**src/rtl/pwm_demod.sv**
```systemverilog
// PWM receiver: measures high-time between rising edges of a synchronised PWM line
// and converts it back to the signed sample, one strobe per carrier period.
module pwm_demod #(
  parameter int DATA_W      = 8,
  parameter int SYNC_STAGES = 2,
  parameter int TIMEOUT     = 512
) (
  input  logic              clk,
  input  logic              rst,
  input  logic              pwm,
  output logic [DATA_W-1:0] data,
  output logic              valid,
  output logic              period_err,
  output logic              stuck
);

  localparam int PER   = 2 ** DATA_W;
  localparam int CNT_W = $clog2(TIMEOUT + 1);
  localparam int HI_W  = DATA_W + 1;

  localparam logic [CNT_W-1:0]         PER_C  = CNT_W'(PER);
  localparam logic [CNT_W-1:0]         TMO_C  = CNT_W'(TIMEOUT);
  localparam logic [DATA_W-1:0]        MAX_P  = {1'b0, {(DATA_W-1){1'b1}}};
  localparam logic [DATA_W-1:0]        MIN_N  = {1'b1, {(DATA_W-1){1'b0}}};
  localparam logic signed [DATA_W+1:0] OFFSET = (DATA_W+2)'(PER / 2);
  localparam logic signed [DATA_W+1:0] HI_LIM = (DATA_W+2)'(PER / 2 - 1);
  localparam logic signed [DATA_W+1:0] LO_LIM = -OFFSET;

  typedef enum logic {ACQ, MEAS} state_t;

  state_t                 state;
  logic [SYNC_STAGES-1:0] sync_q;
  logic                   pwm_s;
  logic                   pwm_d;
  logic                   rise;
  logic [CNT_W-1:0]       per_cnt;
  logic [HI_W-1:0]        hi_cnt;
  logic signed [DATA_W+1:0] diff;
  logic [DATA_W-1:0]      clamped;

  // NOTE: all state is updated with non-blocking assignments so every flop samples
  // the pre-edge values of its neighbours, which is what the shift chain relies on.
  always_ff @(posedge clk or posedge rst) begin
    if (rst) begin
      sync_q <= '0;
      pwm_d  <= 1'b0;
    end else begin
      sync_q <= {sync_q[SYNC_STAGES-2:0], pwm};
      pwm_d  <= pwm_s;
    end
  end

  assign pwm_s = sync_q[SYNC_STAGES-1];
  assign rise  = pwm_s & ~pwm_d;

  // High-time recentred around zero, then clamped to the signed output range.
  assign diff = $signed({1'b0, hi_cnt}) - OFFSET;

  // NOTE: every branch assigns clamped, so no latch is inferred.
  always_comb begin
    if (diff > HI_LIM)      clamped = MAX_P;
    else if (diff < LO_LIM) clamped = MIN_N;
    else                    clamped = diff[DATA_W-1:0];
  end

  always_ff @(posedge clk or posedge rst) begin
    if (rst) begin
      state      <= ACQ;
      per_cnt    <= '0;
      hi_cnt     <= '0;
      data       <= '0;
      valid      <= 1'b0;
      period_err <= 1'b0;
      stuck      <= 1'b0;
    end else begin
      valid <= 1'b0;
      if (rise) begin
        // A rise always wins over a coincident timeout; in ACQ it only opens a frame.
        if (state == MEAS) begin
          data       <= clamped;
          period_err <= (per_cnt != PER_C);
          stuck      <= 1'b0;
          valid      <= 1'b1;
        end
        state   <= MEAS;
        per_cnt <= CNT_W'(1);
        hi_cnt  <= HI_W'(1);
      end else if (per_cnt == TMO_C) begin
        data       <= pwm_s ? MAX_P : MIN_N;
        stuck      <= 1'b1;
        period_err <= 1'b1;
        valid      <= 1'b1;
        state      <= ACQ;
        // The timeout cycle opens the next window so a flat line repeats every TIMEOUT cycles.
        per_cnt    <= CNT_W'(1);
      end else begin
        per_cnt <= per_cnt + 1'b1;
        if (state == MEAS && pwm_s && hi_cnt != '1)
          hi_cnt <= hi_cnt + 1'b1;
      end
    end
  end

endmodule

```
**config.mk**
```make
export PLATFORM = sky130hd
export DESIGN_NAME = pwm_demod
export DESIGN_NICKNAME = d
export VERILOG_FILES = /design/src/rtl/pwm_demod.sv
export SDC_FILE = /design/constraint.sdc
export NUM_CORES = 1
export LEC_CHECK = 0
export BUFFER_PORTS_ARGS = -buffer_cell sky130_fd_sc_hd__clkbuf_2
export CAP_MARGIN = 10
export CORE_ASPECT_RATIO = 1.5
export CORE_MARGIN = 1.5
export CORE_UTILIZATION = 30
export DETAILED_ROUTE_END_ITERATION = 8
export SYNTH_ARGS = -nofsm -noshare
export SYNTH_HDL_FRONTEND = slang
export SYNTH_SLANG_ARGS = --single-unit
```
**constraint.sdc**
```tcl
create_clock -name clk -period 3.4 [get_ports clk]
set_input_delay 0.51 -clock clk [delete_from_list [all_inputs] [get_ports clk]]
set_output_delay 0.51 -clock clk [all_outputs]
set_load 0.05 [all_outputs]
```
==> results by group, run 1 <==
Outcome
  • Status: finished, final reports clean

Critical path
  • Worst Path Max Fanout: 14
  • Slowest stage cell, crit path: o41a_1
  • Worst-path cell chain: inv_1 -> ha_1 -> or3b_2 -> o41a_1 -> clkinv_2 -> mux2_1
  • Critical path arrival: between 2000 and 3000 ps
  • Crit path launch type: register
  • CP Class: reg -> reg
  • CP endpoint kind: register
  • Worst path max stage delay: 630 ps
  • Worst EP required: ~3600 ps

Place
  • Placed Cells: around 250
  • Post-DP HPWL: ~2300 um
  • GP Congestion: 0.778
  • DP Area: between 0.0015 and 0.002 mm2
  • Port buffer count: 13
  • Setup Slack @ Placement: 1050 ps

Global routing
  • Pin count of the biggest net entering global routing: 35
  • GRT overflow: 0
  • Global-route wire length before repair: about 5400 um
  • GRT Overall Usage: 11.9%
  • Initial antenna violation count: 0
  • Vias in the first global route: between 1000 and 1500

Drt
  • Via Count: about 1200
  • Starting DRT DRC Count: 30
  • Post-route ant nets: 0
  • DRT Pass-1 Iters: 4
  • Per-cell routed wire length: around 12 um
  • DRC viols: 0
  • Detailed Route WL: around 3100 um
  • Via/cell ratio: roughly 4.8

CTS
  • Clock tree buffer depth: 2
  • # hold bufs at CTS: 0
  • CTS root buf: clkbuf_8
  • Clock slew at reported path FFs: around 70 ps
  • Clock Latency Late Sink: around 280 ps
  • Post-CTS sizing: 0
  • Postcts setup bufs: 0
  • H-tree lvl count: 2
  • CTS sink cnt: 34
  • Inserted Clock Buffers: 5
  • CTS tree: built

Power
  • Register share of total power: between 40 and 50%
  • Pwr Total: 1.03 mW
  • Worst vdd ir: 0.222 mV
  • Net Sw Frac: between 30% and 40%
  • Pwr dens: between 500 and 600 mW/mm2
  • Sw Pwr: approximately 0.34 mW
  • Internal: 0.689 mW
  • Comb power frac: 21.8%
  • P_leak: approximately 0.8 nW
  • Clock power frac: between 20% and 30%

Timing
  • Max_slew headroom: between 50% and 60%
  • Final setup fails: 0
  • Highest clock rate: 426 MHz
  • Final hold vios: 0
  • Max Slew Vio Count: 0
  • Worst-Margin Slew: ~630 ps
  • Crit share post-route: 69.0%
  • Final setup TNS: 0 ps
  • Final WS setup: ~1100 ps
  • Clock tree skew after final layout: 6.30 ps
  • Unrepaired setup endpoints after global routing: no
  • Crit path time final: 2350 ps
  • Hold slack final: around 290 ps

Flow run
  • Max-cap viol count: 0

Yosys
  • #FFs+latches synth: 34
  • Mapped Cells: 165
  • Synthesized cell area: approximately 0.0017 mm2
  • Synth warnings: 0
  • Post-Syn Area per Cell: between 10 and 15 um2
  • Sequential fraction of the synthesis area: about half
  • Count of different cell masters after synthesis: 36
  • Post-synthesis net count: 174

Floorplanning
  • Row cnt: 33
  • Die height: 94.2 um
  • CORE AREA: around 0.0054 mm2
  • Chip Width: between 60 and 70 um
  • # IOs: 14
  • Die Area: 0.00601 mm2
  • Initial Util: 30.8%

Finish
  • Area Growth Syn to Fin: 12.9%
  • Layout cells sized above 1: about 18%
  • Multi-input gate area: between 700 and 800 um2
  • Commonest non-fill, non-tap cell in the layout: dfrtp_1
  • FF/Latch Area: around 850 um2
  • Fillers: ~550
  • Final instance area: around 0.0019 mm2
  • Most frequent cells in the layout: 34 x dfrtp_1, 18 x nand2_1, 14 x nor2_1
  • Finished Layout Cells: roughly 250
  • Ant diodes: 0
  • Post-layout util: 34.7%
  • Post-layout nets: about 190

Hold path
  • Worst Hold Class: in -> async
==> critical path, delay by kind of cell, from the launching register on <==
kind                     cells  cell delay, ps
AO/OA/AOI/OAI                1             630
adder cells (fa/ha/maj)      1             130
buffers and inverters        2             220
flip-flops                   1             420
multiplexers                 1             330
AND/OR/NAND/NOR              1             500
==> power by group through the flow <==
stage,Combinational [mW],Sequential [mW],Clock (mW)
2_1_floorplan,0.139,0.553,0
3_3_place_gp,0.226,0.515,0
3_5_place_dp,0.227,0.517,0
4_1_cts,0.228,0.509,0.303
5_1_grt,0.256,0.518,0.320
6_report,0.224,0.509,0.293
==> final timing paths <==
kind | startpoint | to | slack (ps) | cells past startpoint
max | per_cnt[0]$_DFF_PP0_ | data[7]$_DFFE_PP0P_ | 1050 | 6
min | rst | period_err$_DFFE_PP0P_ | 290 | 3
max reg2reg | per_cnt[0]$_DFF_PP0_ | data[7]$_DFFE_PP0P_ | 1050 | 6
min reg2reg | sync_q[0]$_DFF_PP0_ | sync_q[1]$_DFF_PP0_ | 350 | 0
max in group asynchronous | rst | data[1]$_DFFE_PP0P_ | 2800 | 3
min in group clk | pwm | sync_q[0]$_DFF_PP0_ | 330 | 1
==> logic make-up after synthesis <==
kind of cell,count (synthesis),share of synthesized area [%]
adders and majority gates,6,4.51
and+or+nand+nor,68,21.1
DFF,34,51.1
muxes,1,0.677
xor gates and xnor gates,10,5.26
AOI/OAI and AO/OA,32,13.1
buffers and inverters,14,4.21
==> layout make-up <==
class	instances	area share (%)
tap	70	4.66
timing repair buffer	15	4.26
clock buffer	6	4.39
inverter	9	1.86
sequential	34	45.3
multi-input combinational	117	39.5
==> state kept, by name (all words and copies together) (netlist names) <==
name / flops
stuck: 1
data: 8
period_err: 1
valid: 1
state: 1
per_cnt: 10
sync_q: 2
pwm_d: 1
hi_cnt: 9
==> Yosys cell counts (all sizes together) <==
cell type / number / share of area, %
buf: 3 / 1.7
nor2: 14 / 3.2
xor2: 3 / 1.6
a21oi: 6 / 1.8
xnor2: 7 / 3.7
or4: 3 / 1.6
nand2b: 4 / 2.0
o31ai: 2 / 0.90
nor2b: 4 / 1.5
nor3: 1 / 0.30
and2: 1 / 0.38
o32ai: 1 / 0.53
inv: 8 / 1.8
clkbuf: 2 / 0.45
ha: 6 / 4.5
dfrtp: 34 / 51
or2: 1 / 0.38
and3: 1 / 0.38
o41a: 1 / 0.68
nor4: 1 / 0.38
mux2: 1 / 0.68
o21a: 1 / 0.45
clkinv: 1 / 0.30
nand3: 9 / 2.7
nand3b: 1 / 0.45
or3: 5 / 1.9
or3b: 1 / 0.53
nand4: 4 / 1.5
nand2: 18 / 4.1
o21ai: 20 / 7.1
o311ai: 1 / 1.6
==> routing by layer <==
metal,vias up,track usage [%],part of all wire (%)
li1,598,-,-
met1,573,12.4,41
met2,24,21.4,53
met3,7,3.60,3.8
met4,0,5.43,2.0
met5,-,0,0
Power figures use the tool's default switching activity.
==> inputs of run 2 (changes only) <==
==> constraint.sdc (replaced) <==
create_clock -name clk -period 2.2 [get_ports clk]
set_input_delay 0.33 -clock clk [delete_from_list [all_inputs] [get_ports clk]]
set_output_delay 0.33 -clock clk [all_outputs]
set_load 0.05 [all_outputs]
==> results by group, run 2 (synthesis results as in run 1) <==
Timing
  • Clock tree skew after final layout: 9.13 ps (+2.83 ps)
  • Highest clock rate: 484 MHz (+14%)
  • Worst-Margin Slew: 591 ps (-35.3 ps)
  • Crit share post-route: 93.9% (+25 points)
  • Final setup TNS: 0 ps (unchanged)
  • Max Slew Vio Count: 0 (unchanged)
  • Crit path time final: 2060 ps (-280 ps)
  • Final setup fails: 0 (unchanged)
  • Final hold vios: 0 (unchanged)
  • Unrepaired setup endpoints after global routing: no
  • Max_slew headroom: 60.6% (+2.4 points)

Place
  • GP Congestion: 0.783 (+0.68%)
  • Placed Cells: 254 (+3.7%)
  • Post-DP HPWL: 2230 um (-1.3%)
  • Port buffer count: 13 (unchanged)

Floorplanning
  • Initial Util: 30.8% (unchanged)
  • Row cnt: 33 (unchanged)
  • CORE AREA: 0.00541 mm2 (unchanged)
  • Die Area: 0.00601 mm2 (unchanged)
  • Die height: 94.2 um (unchanged)
  • Chip Width: 63.8 um (unchanged)
  • # IOs: 14 (unchanged)

Outcome
  • Status: finished, final reports clean

Global routing
  • GRT overflow: 0 (unchanged)
  • Initial antenna violation count: 0 (unchanged)
  • GRT Overall Usage: 11.8% (-0.025 points)
  • Vias in the first global route: 1240 (+5.4%)
  • Global-route wire length before repair: 5590 um (+3.2%)
  • Pin count of the biggest net entering global routing: 35 (unchanged)

Power
  • P_leak: 0.872 nW (+7.1%)
  • Pwr dens: 838 mW/mm2 (+53%)
  • Worst vdd ir: 0.389 mV (+75%)

Drt
  • WL met2: 1660 um (-0.30%)
  • Starting DRT DRC Count: 52 (+73%)
  • Detailed Route WL: 3210 um (+2.9%)
  • Via Count: 1263 (+5.1%)
  • DRT Pass-1 Iters: 4 (unchanged)
  • Metal-1 WL: 1420 um (+12%)
  • Routed wl met3: 80 um (-32%)
  • Top Layer Used: met4
  • Via/cell ratio: 4.80 (+0.28%)
  • Per-cell routed wire length: 12.2 um (-1.8%)
  • DRC viols: 0 (unchanged)
  • Post-route ant nets: 0 (unchanged)

CTS
  • CTS root buf: clkbuf_8
  • # hold bufs at CTS: 0 (unchanged)
  • Clock tree buffer depth: 2 (unchanged)
  • Post-CTS sizing: 0 (unchanged)
  • H-tree lvl count: 2 (unchanged)
  • Clock Latency Late Sink: 290 ps (about the same)
  • Postcts setup bufs: 0 (unchanged)
  • CTS tree: built
  • CTS sink cnt: 34 (unchanged)
  • Inserted Clock Buffers: 5 (unchanged)
  • Clock slew at reported path FFs: 70 ps (about the same)

Critical path
  • Crit path launch type: register
  • CP endpoint kind: register
  • Worst EP required: 2410 ps (-1160 ps)
  • CP Class: reg -> reg
  • Worst Path Max Fanout: 9 (-5)
  • Critical path arrival: 2280 ps (-230 ps)

Finish
  • Largest reg by FF count: per_cnt
  • Max reg flops: 10 (unchanged)
  • Area Growth Syn to Fin: 19.3%
  • Post-layout nets: 201 (+5.2%)
  • Regs by FF count: per_cnt (10), hi_cnt (9), data (8)
  • Most frequent cells in the layout: 34 x dfrtp_1, 18 x nand2_1, 14 x nor2_1
  • Ant diodes: 0 (unchanged)
  • Layout cells sized above 1: 23.3% (+5.6 points)
  • Finished Layout Cells: 263 (+4.8%)
  • Commonest non-fill, non-tap cell in the layout: dfrtp_1

Flow run
  • Max-cap viol count: 0 (unchanged)

Hold path
  • Worst Hold Class: in -> async
run 2: routing by layer:
layer,vias to the layer above,track usage (%)
li1,626,-
met1,609,13.9
met2,21,20.8
met3,7,2.52
met4,0,4.35
met5,-,0
run 2: worst paths after layout:
| check | from | to | slack (ps) | cells past startpoint |
|---|---|---|---|---|
| worst max-delay path | hi_cnt[1]$_DFFE_PP0P_ | hi_cnt[5]$_DFFE_PP0P_ | 140 | 8 |
| worst min-delay path | rst | data[5]$_DFFE_PP0P_ | 100 | 3 |
| worst max register to register | hi_cnt[1]$_DFFE_PP0P_ | hi_cnt[5]$_DFFE_PP0P_ | 140 | 8 |
| worst min register to register | sync_q[0]$_DFF_PP0_ | sync_q[1]$_DFF_PP0_ | 350 | 0 |
| max in group asynchronous | rst | state$_DFFE_PP0P_ | 1770 | 3 |
| min in group clk | pwm | sync_q[0]$_DFF_PP0_ | 160 | 1 |
run 2: cell type report:
| type | instances | area, um2 |
|---|---|---|
| Fill cell | 538 | 3420 |
| Sequential cell | 34 | 851 |
| Multi-Input combinational cell | 118 | 769 |
| Timing Repair Buffer | 24 | 148 |
| Tap cell | 70 | 87.6 |
| Clock buffer | 6 | 82.6 |
| Inverter | 9 | 35.0 |
| Clock inverter | 2 | 12.5 |
run 2: worst max-delay path: stages (launching register included):
cell and delay, ps:
dfrtp_1 410, ha_1 220, nand3_1 110, nor2_1 50, ha_1 200, nor2b_4 150
o311ai_4 170, or4_1 530, a21oi_1 160
run 2: stage by stage:
stage	instance area [um2]	power (mW)	hold WS [ps]	worst slack (ps)	utilization, %
3_3_place_gp	1860	1.17	336	78.2	34.5
3_5_place_dp	1860	1.18	336	50.8	34.5
5_1_grt	1990	1.76	156	12.8	36.7
6_report	1990	1.66	103	135	36.7
4_1_cts	1960	1.67	123	34.8	36.2
2_1_floorplan	1660	1.07	331	162	-
run 2: power breakdown:
part	total (mW)	switching [mW]	internal [mW]
Clock	0.485	0.234	0.252
Combinational	0.414	0.261	0.153
Sequential	0.765	0.0636	0.701
Total	1.66	0.558	1.11
